`src/rtl/bicubic_out_serializer.sv`:
```
// Bicubic output serializer: turns 4-pixel upsampler beats into a
// one-pixel-per-cycle stream with frame/row markers.
module bicubic_out_serializer #(
  parameter int CHANNEL_WIDTH  = 8,
  parameter int BLOCK_SIZE     = 960,
  parameter int SRC_IMG_HEIGHT = 540
) (
  input  logic                     clk,
  input  logic                     rst_n,
  input  logic                     bcci_rsp_valid,
  output logic                     bf_rsp_ready,
  input  logic [CHANNEL_WIDTH-1:0] bcci_rsp_data1,
  input  logic [CHANNEL_WIDTH-1:0] bcci_rsp_data2,
  input  logic [CHANNEL_WIDTH-1:0] bcci_rsp_data3,
  input  logic [CHANNEL_WIDTH-1:0] bcci_rsp_data4,
  output logic                     ac_tvalid,
  input  logic                     ac_tready,
  output logic [CHANNEL_WIDTH-1:0] ac_tdata,
  output logic                     ac_tuser,
  output logic                     ac_tlast,
  output logic                     frame_done
);

  localparam int COLS = 4 * BLOCK_SIZE;
  localparam int ROWS = 4 * SRC_IMG_HEIGHT;
  localparam int CW   = (COLS > 1) ? $clog2(COLS) : 1;
  localparam int RW   = (ROWS > 1) ? $clog2(ROWS) : 1;
  localparam int EW   = 4 * CHANNEL_WIDTH;

  localparam logic [CW-1:0] COL_MAX = CW'(COLS - 1);
  localparam logic [RW-1:0] ROW_MAX = RW'(ROWS - 1);

  logic [EW-1:0] mem [2];
  logic          wr_ptr;
  logic          rd_ptr;
  logic [1:0]    count;
  logic [1:0]    sub_idx;
  logic [CW-1:0] col;
  logic [RW-1:0] row;

  logic          in_hsk;
  logic          out_hsk;
  logic          pop;
  logic          col_last;
  logic          row_last;
  logic [EW-1:0] head;

  assign bf_rsp_ready = (count != 2'd2);
  assign ac_tvalid    = (count != 2'd0);

  assign in_hsk  = bcci_rsp_valid && bf_rsp_ready;
  assign out_hsk = ac_tvalid && ac_tready;
  assign pop     = out_hsk && (sub_idx == 2'd3);

  assign col_last = (col == COL_MAX);
  assign row_last = (row == ROW_MAX);

  assign ac_tlast = ac_tvalid && col_last;
  assign ac_tuser = ac_tvalid && (col == '0) && (row == '0);

  // Storage carries no reset; the output mux masks it while empty.
  always_ff @(posedge clk) begin
    if (in_hsk) begin
      mem[wr_ptr] <= {bcci_rsp_data4, bcci_rsp_data3,
                      bcci_rsp_data2, bcci_rsp_data1};
    end
  end

  assign head = mem[rd_ptr];

  always_comb begin
    ac_tdata = '0;
    if (ac_tvalid) begin
      unique case (sub_idx)
        2'd0: ac_tdata = head[0*CHANNEL_WIDTH +: CHANNEL_WIDTH];
        2'd1: ac_tdata = head[1*CHANNEL_WIDTH +: CHANNEL_WIDTH];
        2'd2: ac_tdata = head[2*CHANNEL_WIDTH +: CHANNEL_WIDTH];
        2'd3: ac_tdata = head[3*CHANNEL_WIDTH +: CHANNEL_WIDTH];
        default: ac_tdata = '0;
      endcase
    end
  end

  always_ff @(posedge clk or negedge rst_n) begin
    if (!rst_n) begin
      wr_ptr  <= 1'b0;
      rd_ptr  <= 1'b0;
      count   <= 2'd0;
      sub_idx <= 2'd0;
    end else begin
      if (in_hsk) wr_ptr <= ~wr_ptr;
      if (pop) rd_ptr <= ~rd_ptr;
      if (out_hsk) sub_idx <= sub_idx + 2'd1;
      unique case ({in_hsk, pop})
        2'b10:   count <= count + 2'd1;
        2'b01:   count <= count - 2'd1;
        default: count <= count;
      endcase
    end
  end

  always_ff @(posedge clk or negedge rst_n) begin
    if (!rst_n) begin
      col        <= '0;
      row        <= '0;
      frame_done <= 1'b0;
    end else begin
      frame_done <= out_hsk && col_last && row_last;
      if (out_hsk) begin
        if (col_last) begin
          col <= '0;
          row <= row_last ? '0 : row + RW'(1);
        end else begin
          col <= col + CW'(1);
        end
      end
    end
  end

endmodule

```
`config.mk`:
```
export PLATFORM = sky130hd
export DESIGN_NAME = bicubic_out_serializer
export DESIGN_NICKNAME = d
export VERILOG_FILES = /design/src/rtl/bicubic_out_serializer.sv
export SDC_FILE = /design/constraint.sdc
export NUM_CORES = 1
export LEC_CHECK = 0
export CAP_MARGIN = 20
export CELL_PAD_IN_SITES_DETAIL_PLACEMENT = 1
export CELL_PAD_IN_SITES_GLOBAL_PLACEMENT = 2
export CORE_MARGIN = 2
export CORE_UTILIZATION = 42
export DETAILED_ROUTE_END_ITERATION = 7
export GPL_TIMING_DRIVEN = 0
export PLACE_DENSITY_LB_ADDON = 0.12
export SLEW_MARGIN = 20
export SYNTH_ARGS = -nofsm -noshare
export SYNTH_HDL_FRONTEND = slang
export SYNTH_SLANG_ARGS = --single-unit
```
`constraint.sdc`:
```
create_clock -name clk -period 4.14 [get_ports clk]
set_input_delay 0.828 -clock clk [delete_from_list [all_inputs] [get_ports clk]]
set_output_delay 0.828 -clock clk [all_outputs]
set_load 0.05 [all_outputs]
```
# Word level (Yosys, flattened, before mapping)

Memory sizes are Yosys's and may differ from the RTL's.
Cells that the tools add are included.
Widths: inputs -> output; s select.

Register bits after elaboration: 31
RAM bits: 64
Output and inout port bits: 13
Memories: 1

Memories:

| memory | depth | bits a word | read ports | clocked after memory_dff | wr ports | line | RTL |
|---|---|---|---|---|---|---|---|
| mem    | 2     | 32          | 1          | 0                        | 1        | 33   | `logic [EW-1:0] mem [2];` |

Add/subtract/negate cells: 5
Equality and inequality tests: 8
Multiplexer cells: 7
Bitwise gates (word level): 2
Reduce and logical (&&, ||, !) cells: 14

Operators by type and width:

| kind                  | number |
|---|---|
| $pmux 8 s4            | 1 |
| $add 12x1->12 const B | 2 |
| $eq 12x12->1 const B  | 2 |
| $logic_not 12->1      | 2 |
| $mux 12               | 2 |
| $logic_and 1x1->1     | 8 |
| $mux 8                | 1 |
| $eq 2x2->1 const B    | 3 |
| $add 2x1->2 const B   | 2 |
| $eq 2x1->1 const B    | 2 |
| $pmux 2 s2            | 1 |
| $reduce_bool 2->1     | 2 |
| $logic_not 2->1       | 1 |
| $mux 1                | 2 |
| $ne 2x2->1 const B    | 1 |
| $not 1->1             | 2 |
| $reduce_and 2->1      | 1 |
| $sub 2x1->2 const B   | 1 |

# Logic depth before layout (Yosys ltp)

Word-level depth: 5
Gate-level depth with buffers: 8
Depth with buffers taken out: 6

# Worst setup path before layout

Ideal clock, no wire load.

Kind: reg-to-output
Start point: register row[9]
End point: output port ac_tuser
Arrival: 2.492 ns
Required time: 3.312 ns
Path slack: 0.820 ns
Stages on the path, launching flop included: 3
Buffers on the path: 0
Cell sequence: dfrtp_1 > or4_4 > nor4_1

Longest elaborated chain between the ends: 2

RTL lines:

| element                | line | RTL |
|---|---|---|
| start, declared        | 39   | `logic [RW-1:0] row;` |
| start signal, assigned | 112  | `row <= row_last ? '0 : row + RW'(1);` |
| $logic_not 12->1       | 59   | `assign ac_tuser = ac_tvalid && (col == '0) && (row == '0);` |
| $logic_and 1x1->1      | 59   |  |
| end, declared          | 19   | `output logic ac_tuser,` |

No other way between the ends.

# Final worst setup path

Start point: register sub_idx[1]
End point: output port ac_tdata[7]

Longest elaborated chain between the ends: 3
Elaborated cells between the ends (all ways): 6

RTL lines:

| element                                  | line | RTL |
|---|---|---|
| start, declared                          | 37   | `logic [1:0] sub_idx;` |
| start signal, assigned                   | 93   | `if (out_hsk) sub_idx <= sub_idx + 2'd1;` |
| $eq 2x2->1, or another cell as far along | 74   | `unique case (sub_idx)` |
| $pmux 8 s4 *                             | 74   |  |
| $mux 8 *                                 | 73   | `if (ac_tvalid) begin` |
| end, declared                            | 18   | `output logic [CHANNEL_WIDTH-1:0] ac_tdata,` |

Mark *: on every way between the ends. The rest lies on a longest branch, timed or not.

==> results.json <==
{
  "status": "finished, final reports clean",
  "overflow": 0,
  "fp-row-count": 36,
  "hp-class": "in2async",
  "finalCritPeriodShare_pct": 93.2,
  "seq_area_frac_synth_pct": 65.8,
  "grt_pass1_wl_mm": 14.7,
  "crit_path_max_fanout": 10,
  "numCtsBuffers": 9,
  "drt_wl_total_mm": 9.20,
  "place_area_mm2": 0.00483,
  "p_leak_nw": 1.98,
  "crit_chain": "inv_1, ha_1, clkbuf_1, clkbuf_2, a222oi_1, mux4_2, nor2_1, dlygate4sd2_1",
  "cts_tree": "done",
  "r2r_cells": 6,
  "synth_top_cell_area_share_pct": 46.9,
  "postCtsSetupRepairBufs": 0,
  "drt_pre_antenna_iters": 4,
  "maxCapViolCount": 0,
  "clockBufferDepth": 2,
  "drt_iter0_drc": 142,
  "ys_warn_count": 0,
  "synth_ff_type": "edfxtp_1",
  "initial_core_util_pct": 42.5,
  "grt_max_degree": 32,
  "worstSetupPathType": "reg2out",
  "layout_min_cycle_time_ns": 3.86,
  "finalSetupViolations": 0,
  "drc": 0,
  "synthToLayoutAreaGrowth_pct": 22.9,
  "finClkSkew_ns": 0.00723,
  "syn_area_per_cell_um2": 13.8,
  "drive_gt1_share_pct": 10.1,
  "clkSlewWorstSetupHoldPaths_ns": 0.09,
  "finalHoldViolations": 0,
  "synth_edf_count": 64,
  "setup_tns_ns": 0,
  "ctsHoldBuffers": 0,
  "max_stage_delay_ns": 0.55,
  "antenna_found_initial": 0,
  "power.density_mw_per_mm2": 649,
  "boundaryPins": 49,
  "ys_seq_elements": 95,
  "routedWlPerCell_um": 18.5,
  "critPathLaunchType": "flip-flop",
  "routabilityCongestion": 0.794,
  "die_w_um": 103,
  "synth_cell_types": 42,
  "clock.fmax_mhz": 259,
  "cp.required_ns": 3.31,
  "dieArea_mm2": 0.0106,
  "vias": 2694,
  "tightest_slew_ns": 0.867,
  "htreeDepth": 3,
  "synthArstFlopShare_pct": 32.6,
  "grt_pass1_vias": 2831,
  "vias_per_cell": 5.41,
  "grt_util_all_layers_pct": 18.8,
  "final_area_mm2": 0.00504,
  "post-dp-hpwl_mm": 6.39,
  "cts.sinks": 95,
  "num_antenna_cells": 0,
  "crit_slowest_cell": "dlygate4sd2_1",
  "synth.area.top_cells": "edfxtp_1, dfrtp_1, mux4_2, a222oi_1, ha_1",
  "timing.rr.end": "row[10]",
  "ir_drop_uv": 321,
  "drv_slew": 0,
  "rr_startpoint": "col[0]",
  "cts-root-buf": "clkbuf_8",
  "syn_area_mm2": 0.00410,
  "netlist_instances": 298,
  "io_buffers": 48,
  "fin_nets": 405,
  "worstSkewPairLatency_ns": 0.36,
  "rrSetupSlack_ns": 2.02,
  "cp.arrival_ns": 3.03,
  "ant_nets": 0,
  "nFillCells": 999,
  "coreArea_mm2": 0.00964,
  "syn_nets": 343,
  "slew_headroom_pct": 42.2,
  "dieHeight_um": 103,
  "yosysTopAreaCell": "edfxtp_1",
  "cp-end-kind": "output port",
  "rsz0062_at_grt": "no"
}
==> cell type report <==
class	instances	area [um2]	share of cell area, %
clock inverters	5	61.3	1.22
flip-flops and latches	95	2700	53.5
multi-input cells	164	1260	25.1
inverters	26	97.6	1.94
plain buffers	13	55.1	1.09
well taps	133	166	3.30
clock buffers	11	131	2.61
repair buffers	51	567	11.2
==> cell families (layout without fill, tap and decap cells) <==
family / count (synthesis) / count (layout) / share of synthesized area [%]
flops: 95 / 95 / 65.8
simple gates: 86 / 86 / 11.4
compound gates: 45 / 45 / 8.54
buf+inv: 39 / 106 / 3.63
xor+xnor: 15 / 15 / 3.20
fa+ha+maj: 9 / 9 / 2.75
mux: 9 / 9 / 4.64
==> where the power goes <==
| part | internal (W) | switching [W] |
|---|---|---|
| logic | 0.000499 | 0.000815 |
| registers | 0.00124 | 0.000103 |
| clock network | 0.000286 | 0.000326 |
| total | 0.00203 | 0.00124 |
==> routing by layer <==
metal	track usage (%)	vias to the layer above	part of all wire, %	routed length, um
li1	-	1262	-	-
met1	26.2	1363	46	4210
met2	30.5	60	49	4490
met3	2.78	9	4.3	398
met4	6.68	0	1.2	112
met5	0	-	0	0
==> cells in the mapped netlist (2+ instances only) <==
master and number:
a222oi_1 16, a22o_1 5, and3_1 9, clkbuf_1 11, dfrtp_1 31, edfxtp_1 64
ha_1 9, inv_1 26, mux4_2 8, nand2_1 14, nand3_1 8, nand4_1 6
nor2_1 23, nor3_1 6, nor4_1 7, o211ai_1 2, o21ai_0 13, or4_1 2
or4_4 2, xnor2_1 10, xor2_1 5
==> cells in the final DEF, fill, tap and decap left out, drive strengths merged, types with 2 or more instances in the layout <==
cell and n:
a22o 5, mux4 8, clkdlybuf4s50 39, nor2 23, inv 29, edfxtp 64, dlymetal6s2s 7, nor3 6
buf 5, o21ai 14, and3 9, a222oi 16, nand2 14, xor2 5, or4 4, dfrtp 31
nand3 8, nand4 6, clkbuf 23, ha 9, nor4 9, o211ai 2, xnor2 10
==> state kept, by name (all words and copies together), names as in the netlist <==
signal	cells
col	12
count	2
frame_done	1
mem	64
rd_ptr	1
row	12
sub_idx	2
wr_ptr	1
==> stage by stage <==
step                utilization (%)  cells  hold slack, ns  total power, W  setup slack [ns]
floorplan                         -    298           0.461         0.00223             0.820
global placement               49.2    479           0.479         0.00264             0.142
detailed placement             50.1    482           0.530         0.00271             0.119
CTS                            52.1    498           0.377         0.00333          0.000888
global route                   52.3    498           0.386         0.00346            0.0661
finish                         52.3    498           0.372         0.00327             0.281
==> timing repair <==
action | 4_1_cts | 5_1_grt
gates cloned | 0 | 0
gates resized for setup | 4 | 7
endpoints found under the setup margin | 8 | 7
endpoints found under the hold margin | 0 | 0
==> critical path, delay by kind of cell (launching register included) <==
kind,cells,cell delay [ns]
muxes,1,0.47
buffers and inverters,4,1.34
AOI/OAI and AO/OA,1,0.15
and+or+nand+nor,1,0.15
adders and majority gates,1,0.15
DFF,1,0.42
==> how the worst max path moves through the flow <==
stage	endpoint	cells past startpoint	from
after CTS	ac_tdata[4]	8	sub_idx[1]
after floorplan	ac_tuser	2	row[9]
after detailed placement	ac_tdata[7]	8	sub_idx[1]
after global placement	mem[0][0]	3	bcci_rsp_valid
after global routing	ac_tdata[7]	8	sub_idx[0]
final	ac_tdata[7]	8	sub_idx[1]
(Power assumes the default switching activity.)
